--- config.mk ---
export PLATFORM = sky130hd
export DESIGN_NAME = mp_add_seq
export DESIGN_NICKNAME = d
export VERILOG_FILES = /design/src/rtl/mp_add_seq.sv
export SDC_FILE = /design/constraint.sdc
export NUM_CORES = 1
export LEC_CHECK = 0
export ABC_AREA = 1
export CORE_MARGIN = 3
export CORE_UTILIZATION = 25
export DETAILED_ROUTE_END_ITERATION = 6
export SYNTH_ARGS = -nofsm -noshare
export SYNTH_HDL_FRONTEND = slang
export SYNTH_SLANG_ARGS = --single-unit
--- constraint.sdc ---
create_clock -name clk -period 3.7 [get_ports clk]
set_input_delay 0.74 -clock clk [delete_from_list [all_inputs] [get_ports clk]]
set_output_delay 0.74 -clock clk [all_outputs]
set_load 0.01 [all_outputs]
--- src/rtl/mp_add_seq.sv ---
// Multi-precision adder: one N-bit ripple-carry slice reused over K words, one word per cycle.
// Define MP_ADD_SEQ_SUB_EN to add a 'sub' port that turns the operation into a - b.
module mp_add_seq #(
  parameter int N = 4,
  parameter int K = 4
) (
  input  logic         clk,
  input  logic         rst_n,
  input  logic         start,
  input  logic [N*K-1:0] a_in,
  input  logic [N*K-1:0] b_in,
  input  logic         cin,
`ifdef MP_ADD_SEQ_SUB_EN
  input  logic         sub,
`endif
  output logic         busy,
  output logic         done,
  output logic [N*K-1:0] sum_out,
  output logic         cout
);

  localparam int W  = N * K;
  localparam int IW = (K > 1) ? $clog2(K) : 1;
  localparam logic [IW-1:0] LAST = IW'(K - 1);

  typedef enum logic [1:0] {IDLE, RUN, DONE} state_t;

  state_t        state_q, state_d;
  logic [IW-1:0] idx_q, idx_d;
  logic          carry_q, carry_d;
  logic [W-1:0]  a_q, a_d, b_q, b_d, acc_q, acc_d, sum_q, sum_d;
  logic          cout_q, cout_d;

  logic [N-1:0]  slice_a, slice_b, slice_s;
  logic [N:0]    rc;
  logic          b_inv, cin_eff;

`ifdef MP_ADD_SEQ_SUB_EN
  // Subtraction as a + ~b + 1: invert B at capture, force the initial carry.
  assign b_inv   = sub;
  assign cin_eff = sub | cin & ~sub;
`else
  assign b_inv   = 1'b0;
  assign cin_eff = cin;
`endif

  // Word slice selected by the running index; explicit ripple chain.
  always_comb begin
    slice_a = a_q[int'(idx_q)*N +: N];
    slice_b = b_q[int'(idx_q)*N +: N];
    slice_s = '0;
    rc      = '0;
    rc[0]   = carry_q;
    for (int j = 0; j < N; j++) begin
      slice_s[j] = slice_a[j] ^ slice_b[j] ^ rc[j];
      rc[j+1]    = (slice_a[j] & slice_b[j]) | (rc[j] & (slice_a[j] ^ slice_b[j]));
    end
  end

  always_comb begin
    state_d = state_q;
    idx_d   = idx_q;
    carry_d = carry_q;
    a_d     = a_q;
    b_d     = b_q;
    acc_d   = acc_q;
    sum_d   = sum_q;
    cout_d  = cout_q;
    case (state_q)
      RUN: begin
        acc_d[int'(idx_q)*N +: N] = slice_s;
        carry_d = rc[N];
        if (idx_q == LAST) begin
          state_d = DONE;
          sum_d   = acc_d;
          cout_d  = rc[N];
        end else begin
          idx_d = idx_q + IW'(1);
        end
      end
      default: begin
        if (start) begin
          state_d = RUN;
          a_d     = a_in;
          b_d     = b_inv ? ~b_in : b_in;
          carry_d = cin_eff;
          idx_d   = '0;
        end else begin
          state_d = IDLE;
        end
      end
    endcase
  end

  always_ff @(posedge clk) begin
    if (!rst_n) begin
      state_q <= IDLE;
      idx_q   <= '0;
      carry_q <= 1'b0;
      a_q     <= '0;
      b_q     <= '0;
      acc_q   <= '0;
      sum_q   <= '0;
      cout_q  <= 1'b0;
    end else begin
      state_q <= state_d;
      idx_q   <= idx_d;
      carry_q <= carry_d;
      a_q     <= a_d;
      b_q     <= b_d;
      acc_q   <= acc_d;
      sum_q   <= sum_d;
      cout_q  <= cout_d;
    end
  end

  assign busy    = (state_q == RUN);
  assign done    = (state_q == DONE);
  assign sum_out = sum_q;
  assign cout    = cout_q;

endmodule

== Word level (Yosys, flattened, before mapping) ==
Index checks and enable logic that the tools add are counted.

* Register bits: 70
* Output and inout bits: 19

* Add/sub/neg operators: 2
* Eq/ne operators: 5
* Shifts and indexed selects: 4
* Mux-type cells: 9
* Bitwise gates (word level): 21
* Reductions and logical operators: 4

{| class="wikitable"
|+ Operators by type and width
! cell !! number
|-
| negation 4 -> 33 bit || 1
|-
| variable shift 4 x 33 -> 16 bit (first input constant) || 1
|-
| indexed part select 4 x 33 -> 16 bit || 1
|-
| indexed part select 16 x 5 -> 4 bit || 2
|-
| bitwise mux 16 bit || 1
|-
| two-way mux 2 bit || 5
|-
| bitwise AND 1 bit || 8
|-
| bitwise XOR 1 bit || 8
|-
| AND reduction 2 bit || 3
|-
| equality test 2 bit (second input constant) || 2
|-
| OR 1 bit || 4
|-
| two-way mux 1 bit || 3
|-
| adder 2 x 1 -> 2 bit (second input constant) || 1
|-
| equality test 2 x 1 -> 1 bit (second input constant) || 1
|-
| inequality test 2 x 1 -> 1 bit (second input constant) || 1
|-
| inequality test 2 bit (second input constant) || 1
|-
| nonzero test 2 bit || 1
|-
| NOT 1 bit || 1
|}

== Depth between registers and ports, before layout ==
Gate-level depths: netlist (run 1).

* Depth in word-level cells: 11
* Depth in mapped cells: 17
* Gate-level depth less buffers: 17

== Least setup slack after synthesis (run 1) ==
Ideal clock, no wire load.

* Path kind: reg2reg
* Start point: register idx_q[1]
* End point: register sum_q[7], in the netlist sum_out[7]
* Setup time: 0.056 ns
* Data arrival time: 2.784 ns
* Data required time: 3.644 ns
* Setup slack: 0.860 ns
* Stages on the path, launching flop included: 17
* Period minus slack after synthesis: 2.840 ns
* Path through: dfxtp_1 clkbuf_1 clkinv_1 a21oi_1 fa_1 inv_1 fa_1 inv_1 fa_1 inv_1 fa_1 inv_1 nor2_1 nand3_1 nand3_1 nand2_1 inv_1

* Longest elaborated chain between the ends: 11

{| class="wikitable"
|+ RTL lines
! item !! RTL line !! text
|-
| start, declared || 29 || <nowiki>logic [IW-1:0] idx_q, idx_d;</nowiki>
|-
| start signal, assigned || 107 || <nowiki>idx_q <= idx_d;</nowiki>
|-
| indexed part select 16 x 5 -> 4 bit (on tied branches) || 49, 50 ||
|-
| bitwise XOR 1 bit || 55, 56 ||
|-
| bitwise AND 1 bit || 56 || <nowiki>rc[j+1] = (slice_a[j] & slice_b[j]) | (rc[j] & (slice_a[j] ^ slice_b[j]));</nowiki>
|-
| OR 1 bit || 56 ||
|-
| bitwise AND 1 bit || 56 ||
|-
| OR 1 bit || 56 ||
|-
| bitwise AND 1 bit || 56 ||
|-
| OR 1 bit || 56 ||
|-
| bitwise XOR 1 bit || 55 || <nowiki>slice_s[j] = slice_a[j] ^ slice_b[j] ^ rc[j];</nowiki>
|-
| indexed part select 4 x 33 -> 16 bit || 71 || <nowiki>acc_d[int'(idx_q)*N +: N] = slice_s;</nowiki>
|-
| bitwise mux 16 bit || 71 ||
|-
| end signal, assigned || 112 || <nowiki>sum_q <= sum_d;</nowiki>
|-
| end, declared || 31 || <nowiki>logic [W-1:0] a_q, a_d, b_q, b_d, acc_q, acc_d, sum_q, sum_d;</nowiki>
|}

Parallel ways exist; a longest one is shown, timed or not.
A chain may end at the register's enable or synchronous reset.

== Final worst setup path (run 1) ==
* Start point: register idx_q[1]
* End point: register acc_q[7]

* Longest elaborated chain between the ends: 11

{| class="wikitable"
|+ RTL lines
! item !! RTL line !! text
|-
| indexed part select 16 x 5 -> 4 bit (on tied branches) || 49, 50 ||
|-
| bitwise XOR 1 bit || 55, 56 ||
|-
| bitwise AND 1 bit || 56 ||
|-
| OR 1 bit || 56 ||
|-
| bitwise AND 1 bit || 56 ||
|-
| OR 1 bit || 56 ||
|-
| bitwise AND 1 bit || 56 ||
|-
| OR 1 bit || 56 ||
|-
| bitwise XOR 1 bit || 55 ||
|-
| indexed part select 4 x 33 -> 16 bit || 71 ||
|-
| bitwise mux 16 bit (*) || 71 ||
|-
| end signal, assigned || 102 || <nowiki>acc_q <= '0;</nowiki>
|-
| end signal, assigned || 111 || <nowiki>acc_q <= acc_d;</nowiki>
|-
| end, declared || 31 ||
|}

Every way passes the cells marked *; elsewhere a longest branch is shown, timed or not.

==> metrics.md, run 1 <==
| Metric | Value |
|---|---|
| Status | `finished, final reports clean` |
| Later-pin clock latency in the skew report | `0.34 ns` |
| Yosys cell types | `20` |
| IO Pins | `between 50 and 60` |
| Layout cells sized above 1 | `between 5 and 6%` |
| Placer Congestion | `0.861` |
| Largest net degree at the start of global routing | `39` |
| Count of pins over their slew limit | `0` |
| Design Area, Final | `4280 µm²` |
| CP cell instances | `clkinv_1 -> a21oi_1 -> fa_1 -> inv_1 -> fa_1 -> inv_1 -> fa_1 -> inv_1 -> fa_1 -> inv_1 -> nor2_1 -> nand3_1 -> nand3_1 -> nand2_1 -> inv_1` |
| Max Freq | `304 MHz` |
| DP Area | `4000 µm²` |
| Starting DRC count in detailed routing | `195` |
| First-pass GRT wire length | `13700 µm` |
| Die X | `122 µm` |
| Final setup viols | `0` |
| Routed WL | `approximately 8000 µm` |
| YS warnings | `0` |
| ANT cells | `0` |
| Worst Path Max Fanout | `13` |
| Postcts setup bufs | `0` |
| Buffers on Ports | `54` |
| CP Class | `reg -> reg` |
| Fin Hold WS | `0.452 ns` |
| H-tree Lvls | `3` |
| Yosys top cell area share | `between 40% and 50%` |
| Synthesized area | `3350 µm²` |
| Mapped Avg Cell Area | `6.86 µm²` |
| Max-capacitance violation count | `0` |
| Hold Buf Count CTS | `0` |
| Slew at the pin with the worst max-slew slack | `0.568 ns` |
| Maximum vdd drop | `0.000215 V` |
| Seq/Total Area, Yosys | `41.8%` |
| Min cycle time layout | `3.29 ns` |
| Die Footprint | `14800 µm²` |
| Most common cell after layout, fill and taps aside | `nor2_1` |
| Layout Nets | `~580` |
| Crit-path slowest cell | `dfxtp_1` |
| Setup Skew | `0.00693 ns` |
| PwrDens | `between 400 and 500 nW/µm²` |
| FF+latch count, synth | `70` |
| Most frequent cells in the layout | `119 x nor2_1, 70 x dfxtp_1, 66 x inv_1` |
| Data arrival, critical path | `3.57 ns` |
| Initial core utilization | `between 20% and 30%` |
| Via count | `3066` |
| Min-Delay Path Class | `reg -> reg` |
| Bufs on Longest Clock Path | `2` |
| Worst r2r src | `idx_q[1]` |
| Root Buffer | `clkbuf_16` |
| Post-DRT Antenna Nets | `0` |
| Final Hold Viols | `0` |
| Drt via density | `4.30` |
| Setup_tns | `0 ns` |
| Slew HR | `62.0%` |
| Leak Pwr | `roughly 1.9 nW` |
| Wire per inst | `approximately 11 µm` |
| Final period utilization | `88.8%` |
| Worst hold start | `b_q[0]` |
| WP data required | `slightly below 4 ns` |
| CTS tree | `yes` |
| RSZ-0062 raised after global routing | `false` |
| Startpoint Class | `register` |
| Synth area leaders | `dfxtp_1 42%, nor2_1 13%, o21ai_0 7.6%` |
| Area leader, netlist | `dfxtp_1` |
| Dpl hpwl | `5870 µm` |
| # rows | `41` |
| Number of fill cells | `1390` |
| Area grow syn2layout | `27.5%` |
| CTS clock-pin slew for the worst setup and hold paths | `0.06 ns` |
| Mapped Cells | `489` |
| Non-Filler Instances | `just over 700` |
| Most used cell along the critical path | `inv_1` |
| Total gr overflow | `0` |
| Placed insts | `697` |
| Crit path launch | `idx_q[1]` |
| Initial antenna violation count | `0` |
| CTS buffer count | `9` |
| Critical Path Sink Type | `register` |
| First-pass DRT Iterations | `4` |
| Gr usage total | `11.6%` |
| CTS sink cnt | `70` |
| Die H | `122 µm` |
| Largest stage delay, worst path | `0.58 ns` |
| Vias in the first global route | `3008` |
| Post-CTS Resized | `0` |
| DRC | `0` |
| Core box area | `12900 µm²` |
| Final Core Density | `between 30% and 40%` |
| Syn nets | `535` |
## metrics by stage
stage | setup slack [ns] | power [mW]
3_3_place_gp | 0.680 | 1.14
4_1_cts | 0.461 | 1.94
3_5_place_dp | 0.462 | 1.15
6_report | 0.414 | 1.92
2_1_floorplan | 0.860 | 1.06
5_1_grt | 0.118 | 2.03
## layer usage
layer	track usage, %	vias up	wire length (µm)
met5	0	-	0
met3	3.81	10	396
met4	4.48	0	131
met1	14.0	1363	3730
li1	-	1617	-
met2	19.2	76	3780
## cell families (layout without fill, tap and decap cells)
| kind of cell | count (synthesis) | in the layout | share of synthesized area [%] |
|---|---|---|---|
| AOI/OAI and AO/OA | 81 | 81 | 12.2 |
| adders and majority gates | 10 | 10 | 4.63 |
| buffers and inverters | 95 | 147 | 12.6 |
| DFF | 70 | 70 | 41.8 |
| and+or+nand+nor | 233 | 233 | 28.8 |
## cells in the mapped netlist, drive strengths merged
library cell  number
nand3b             2
fa                 4
dfxtp             70
o21ai             51
nand2             65
clkbuf             8
a21oi             26
ha                 6
nor2             121
o22ai              4
inv               69
nand3             45
clkinv             2
buf               16
## final timing paths
path / end / slack (ns) / depth (start not counted)
worst min register to register: b_q[0] / 0.45 / 2
worst max register to register: acc_q[7] / 0.41 / 15
worst max-delay path: acc_q[7] / 0.41 / 15
worst min-delay path: b_q[0] / 0.45 / 2
## critical path: cells and delay by family (launching register included)
| family | cells | cell delay [ns] |
|---|---|---|
| fa+ha+maj | 4 | 1.22 |
| compound gates | 1 | 0.31 |
| buf+inv | 6 | 0.67 |
| simple gates | 4 | 0.45 |
| flops | 1 | 0.58 |
## state kept, by name (all words and copies together) (netlist names)
name and count:
b_q 16, carry_q 1, cout 1, state_q 2, a_q 16, idx_q 2
sum_out 16, acc_q 16
## where the power goes
part / total, mW / internal (mW) / switching (mW)
combinational: 0.303 / 0.124 / 0.178
sequential: 0.831 / 0.804 / 0.0271
clock: 0.786 / 0.453 / 0.332
## area by class of cell
cell class	count	area, µm²	share of cell area (%)
Multi-Input combinational cell	324	1530	35.8
Sequential cell	70	1400	32.8
Timing Repair Buffer	60	586	13.7
Inverter	71	267	6.23
Clock buffer	9	225	5.27
Tap cell	172	215	5.03
Clock inverter	7	50.0	1.17
Power figures use the tool's default switching activity.
==> run 2, diff against run 1 <==
--- a/config.mk
+++ b/config.mk
@@ -9,6 +9,7 @@
 export CORE_MARGIN = 3
 export CORE_UTILIZATION = 25
 export DETAILED_ROUTE_END_ITERATION = 6
+export GPL_TIMING_DRIVEN = 1
 export SYNTH_ARGS = -nofsm -noshare
 export SYNTH_HDL_FRONTEND = slang
 export SYNTH_SLANG_ARGS = --single-unit
==> results of run 2 <==
The final DEF is identical to that of run 1; final timing and power are the same.
==> run 3, diff against run 2 <==
--- a/config.mk
+++ b/config.mk
@@ -8,6 +8,7 @@
 export ABC_AREA = 1
 export CORE_MARGIN = 3
 export CORE_UTILIZATION = 25
+export CTS_CLUSTER_DIAMETER = 200
 export DETAILED_ROUTE_END_ITERATION = 6
 export GPL_TIMING_DRIVEN = 1
 export SYNTH_ARGS = -nofsm -noshare
==> results of run 3 <==
The final DEF is identical to that of run 1; final timing and power are the same.
